### src/rtl/fp_addsub_issue.sv
// fp_addsub_issue: decodes FADD.S/FSUB.S requests and buffers them in a FIFO.
// Decode is stored on push; operands are unpacked from the head entry.
module fp_addsub_issue #(
    parameter int SIG_BITS = 23,
    parameter int EXP_BITS = 8,
    parameter int TAG_BITS = 5,
    parameter int DEPTH    = 4,
    localparam int W  = SIG_BITS + EXP_BITS + 1,
    localparam int PW = $clog2(DEPTH),
    localparam int CW = PW + 1
) (
    input  logic                clk,
    input  logic                reset_n,
    input  logic                flush,
    input  logic                in_valid,
    output logic                in_ready,
    input  logic [6:0]          in_funct7,
    input  logic [2:0]          in_rm,
    input  logic [W-1:0]        in_rs1,
    input  logic [W-1:0]        in_rs2,
    input  logic [TAG_BITS-1:0] in_tag,
    output logic                out_valid,
    input  logic                out_ready,
    output logic                out_opcode,
    output logic                out_sign1,
    output logic                out_sign2,
    output logic [EXP_BITS-1:0] out_exp1,
    output logic [EXP_BITS-1:0] out_exp2,
    output logic [SIG_BITS-1:0] out_sig1,
    output logic [SIG_BITS-1:0] out_sig2,
    output logic [2:0]          out_rm,
    output logic [TAG_BITS-1:0] out_tag,
    output logic                out_illegal,
    output logic [CW-1:0]       count
);

    typedef struct packed {
        logic                opcode;
        logic                illegal;
        logic [2:0]          rm;
        logic [TAG_BITS-1:0] tag;
        logic [W-1:0]        rs1;
        logic [W-1:0]        rs2;
    } entry_t;

    entry_t        mem [DEPTH];
    entry_t        wr_entry;
    entry_t        head;
    logic [PW-1:0] wr_ptr;
    logic [PW-1:0] rd_ptr;
    logic          push;
    logic          pop;
    logic          dec_opcode;
    logic          dec_illegal;

    assign in_ready  = reset_n && (count != CW'(DEPTH));
    assign out_valid = (count != '0);
    assign push      = in_valid && in_ready;
    assign pop       = out_valid && out_ready;

    always_comb begin
        dec_opcode  = 1'b0;
        dec_illegal = 1'b0;
        unique case (1'b1)
            (in_funct7 == 7'b0000000): dec_opcode = 1'b0;
            (in_funct7 == 7'b0000100): dec_opcode = 1'b1;
            default:                   dec_illegal = 1'b1;
        endcase
        // rm 101/110 are reserved; 111 (dynamic) is resolved downstream
        if (in_rm == 3'b101 || in_rm == 3'b110)
            dec_illegal = 1'b1;
    end

    always_comb begin
        wr_entry         = '0;
        wr_entry.opcode  = dec_opcode;
        wr_entry.illegal = dec_illegal;
        wr_entry.rm      = in_rm;
        wr_entry.tag     = in_tag;
        wr_entry.rs1     = in_rs1;
        wr_entry.rs2     = in_rs2;
    end

    always_ff @(posedge clk) begin
        if (!reset_n) begin
            count  <= '0;
            wr_ptr <= '0;
            rd_ptr <= '0;
            for (int i = 0; i < DEPTH; i++)
                mem[i] <= '0;
        end else if (flush) begin
            count  <= '0;
            wr_ptr <= '0;
            rd_ptr <= '0;
        end else begin
            if (push) begin
                mem[wr_ptr] <= wr_entry;
                wr_ptr      <= wr_ptr + PW'(1);
            end
            if (pop)
                rd_ptr <= rd_ptr + PW'(1);
            if (push && !pop)
                count <= count + CW'(1);
            else if (pop && !push)
                count <= count - CW'(1);
        end
    end

    assign head        = mem[rd_ptr];
    assign out_opcode  = head.opcode;
    assign out_illegal = head.illegal;
    assign out_rm      = head.rm;
    assign out_tag     = head.tag;
    assign out_sign1   = head.rs1[W-1];
    assign out_exp1    = head.rs1[W-2:SIG_BITS];
    assign out_sig1    = head.rs1[SIG_BITS-1:0];
    assign out_sign2   = head.rs2[W-1];
    assign out_exp2    = head.rs2[W-2:SIG_BITS];
    assign out_sig2    = head.rs2[SIG_BITS-1:0];

endmodule

### config.mk
export PLATFORM = sky130hd
export DESIGN_NAME = fp_addsub_issue
export DESIGN_NICKNAME = d
export VERILOG_FILES = /design/src/rtl/fp_addsub_issue.sv
export SDC_FILE = /design/constraint.sdc
export NUM_CORES = 1
export LEC_CHECK = 0
export ABC_AREA = 1
export BUFFER_PORTS_ARGS = -buffer_cell sky130_fd_sc_hd__buf_2
export CAP_MARGIN = 15
export CORE_MARGIN = 2
export CORE_UTILIZATION = 61
export CTS_CLUSTER_DIAMETER = 60
export DETAILED_ROUTE_END_ITERATION = 7
export HOLD_SLACK_MARGIN = 0.06
export PLACE_DENSITY_LB_ADDON = 0.3
export SLEW_MARGIN = 20
export SYNTH_ARGS = -nofsm -noshare
export SYNTH_HDL_FRONTEND = slang
export SYNTH_SLANG_ARGS = --single-unit
### constraint.sdc
create_clock -name clk -period 5.18 [get_ports clk]
set_clock_uncertainty 0.05 [all_clocks]
set_input_delay 0.777 -clock clk [delete_from_list [all_inputs] [get_ports clk]]
set_output_delay 0.777 -clock clk [all_outputs]
set_load 0.1 [all_outputs]
==> results.json <==
{
  "fin_setup_tns_ns": 0,
  "final_cell_mix": "nor2_1 (378), edfxtp_1 (296), buf_2 (162), o21ai_0 (149), inv_1 (85)",
  "vias_per_cell": 5.722,
  "max_slew.worst_pin.slew_ns": 0.9757,
  "ir_drop_uv": 285.3,
  "p_total_mw": 5.718,
  "dieArea_mm2": 0.02242,
  "synth-simple-area-share": 0.1450,
  "cpMaxStageDelayCell": "inv_4",
  "drv_cap": 0,
  "power.density_mw_per_mm2": 384.6,
  "finalMaxSlewViolations": 0,
  "p_int_mw": 4.159,
  "initial_utilization": 0.6183,
  "ys_seq_area_frac": 0.7000,
  "synth_top_family_by_area": "simple AND/OR/NAND/NOR gates",
  "post_cts_resize_count": 0,
  "cp.required_ns": 4.35,
  "numPortBuffers": 162,
  "dp_cells": 1560,
  "fp.dieW_um": 149.7,
  "n_antenna_cell": 0,
  "crit_path_max_incr_delay_ns": 0.76,
  "postCtsSetupRepairBufs": 0,
  "instances_no_fill": 1617,
  "grt_pass1_wl_um": 45220,
  "path_delay_family": "buffers and inverters",
  "leakage_nw": 6.090,
  "drc": 0,
  "die_height_um": 149.7,
  "outcome": "completed",
  "synth_area_mm2": 0.01296,
  "hold_class": "flip-flop to flip-flop",
  "syn_avg_cell_area_um2": 10.90,
  "clock_latency_ns": 0.55,
  "worstSetupPathType": "flip-flop to output pin",
  "nets": 1404,
  "cts_tree": "done",
  "wirelength_um": 29810,
  "power.share.combinational": 0.129,
  "path_cells": "inv_4 > buf_4 > o21ai_0 > o22ai_1 > buf_2",
  "synth_top_area_cell": "edfxtp_1",
  "grt_max_degree": 99,
  "critPathLaunchType": "flip-flop",
  "ys_warn_count": 0,
  "synth.area.mux_share": 0,
  "crit_arrival_ns": 3.20,
  "cts-root-buf": "clkbuf_16",
  "post-dp-hpwl_um": 15780,
  "relSlewSlack": 0.3495,
  "postCtsHoldBufs": 0,
  "finalHoldViolations": 0,
  "drt_iter0_markers": 789,
  "vias": 9252,
  "antenna_found_initial": 0,
  "numCtsBuffers": 31,
  "grt_pass1_vias": 8997,
  "wl_per_cell_um": 18.44,
  "p_seq_frac": 0.498,
  "synth_top_area_frac": 0.6860,
  "fin_crit_sh": 0.7772,
  "place_congestion": 0.7670,
  "end_kind": "output pin",
  "ys_ff_latch": 305,
  "cts.clk_slew.worst_paths_ns": 0.06,
  "synthDistinctLibCells": 23,
  "io_pins": 163,
  "max-clock-path-buffers": 3,
  "synth_area_leaders": "edfxtp_1 (69%), nor2_1 (11%), o21ai_0 (5.8%)",
  "final-setup-viol-count": 0,
  "grt_use_met3": 0.03780,
  "utilization": 0.7094,
  "core-area_mm2": 0.02096,
  "synth-adder-area-share": 0.002511,
  "final_common_cell": "nor2_1",
  "rsz0062_at_grt": "no",
  "p_switching_mw": 1.558,
  "rows": 53,
  "grtUsageMet1": 0.3368,
  "grt_util_all_layers": 0.2628,
  "clockPowerShare": 0.373,
  "clkSinkCount": 305,
  "overflow": 0,
  "syn_nets": 1275,
  "path_buf_inv": 3,
  "area_growth_pct": 14.74,
  "drive_above_1_share": 0.1788,
  "met2_usage": 0.4626,
  "grt_busiest_layer": "met2",
  "synthCells": 1189,
  "crit_fanout": 98,
  "power.share.switching": 0.2726,
  "max_clock_freq_mhz": 248.4,
  "timing.final.crit_period_ns": 4.026,
  "synth_compound_area_frac": 0.09638,
  "ant_nets": 0,
  "synthXorXnorAreaFrac": 0.001352,
  "drt-pass1-iter-count": 5,
  "fillCellCount": 1525,
  "cts_htree_levels": 1
}
## worst min-delay path, delay by kind of cell, from the launching register on
kind,cells,cell delay (ns)
simple gates,1,0.08
flops,1,0.32
compound gates,1,0.06
## flip-flops by register name, summed over array words and instances, names as in the netlist, named ones only
| signal | cells |
|---|---|
| mem | 296 |
| count | 3 |
| rd_ptr | 2 |
| wr_ptr | 2 |
## final cells by class
type | count | area [um^2] | area share
sequential | 305 | 9074 | 0.6104
timing repair buffer | 174 | 900.9 | 0.06060
multi-input combinational | 719 | 3247 | 0.2184
inverter | 87 | 330.3 | 0.02222
tap | 275 | 344.1 | 0.02315
clock buffer | 33 | 783.3 | 0.05269
clock inverter | 24 | 186.4 | 0.01254
## path summary, 6_finish.rpt
check             cells past startpoint          end      start  slack, ns
hold / removal                        2    flip-flop  rd_ptr[0]       0.45
setup / recovery                      5  out_sig1[2]  flip-flop       1.15
setup reg to reg                      8   mem[3][39]   count[0]       2.35
hold reg to reg                       2    flip-flop  rd_ptr[0]       0.45
## metal layers
| metal | part of all wire | wire length (um) |
|---|---|---|
| met1 | 0.38 | 11190 |
| met2 | 0.52 | 15350 |
| met3 | 0.083 | 2479 |
| met4 | 0.026 | 785 |
| met5 | 0 | 0 |
## cells by family (layout without fill, tap and decap cells)
| family | Yosys count | in the layout |
|---|---|---|
| DFF | 305 | 305 |
| xor gates and xnor gates | 2 | 2 |
| adders and majority gates | 2 | 2 |
| and+or+nand+nor | 484 | 484 |
| buffers and inverters | 165 | 318 |
| AOI/OAI and AO/OA | 231 | 231 |
## Yosys cell counts
master / number
nor3_1: 2
buf_2: 19
or2_2: 1
xor2_1: 2
edfxtp_1: 296
fa_1: 1
ha_1: 1
buf_4: 2
nor2_1: 378
nand2_2: 10
nor2_4: 1
nand2_1: 82
a21oi_1: 8
o22ai_1: 74
inv_1: 86
nand4_1: 1
buf_6: 8
nand3_2: 2
o21ai_0: 149
dfxtp_1: 9
nand3_1: 7
clkbuf_1: 49
inv_2: 1
## per-stage QoR
stage | area (um^2) | setup WS [ns] | hold slack (ns)
global placement | 13880 | 1.773 | 0.4400
finish | 14870 | 1.154 | 0.4485
CTS | 14850 | 1.120 | 0.4610
detailed placement | 13880 | 1.706 | 0.4514
floorplan | 12960 | 1.165 | 0.4204
global route | 14870 | 0.9463 | 0.4793
## power groups by stage
stage / Combinational (mW) / Sequential (mW) / Clock [mW]
3_5_place_dp: 0.736 / 2.90 / 0
2_1_floorplan: 0.572 / 2.90 / 0
6_report: 0.737 / 2.85 / 2.13
3_3_place_gp: 0.729 / 2.89 / 0
5_1_grt: 0.772 / 2.86 / 2.21
4_1_cts: 0.738 / 2.85 / 2.14
(Power assumes the default switching activity.)
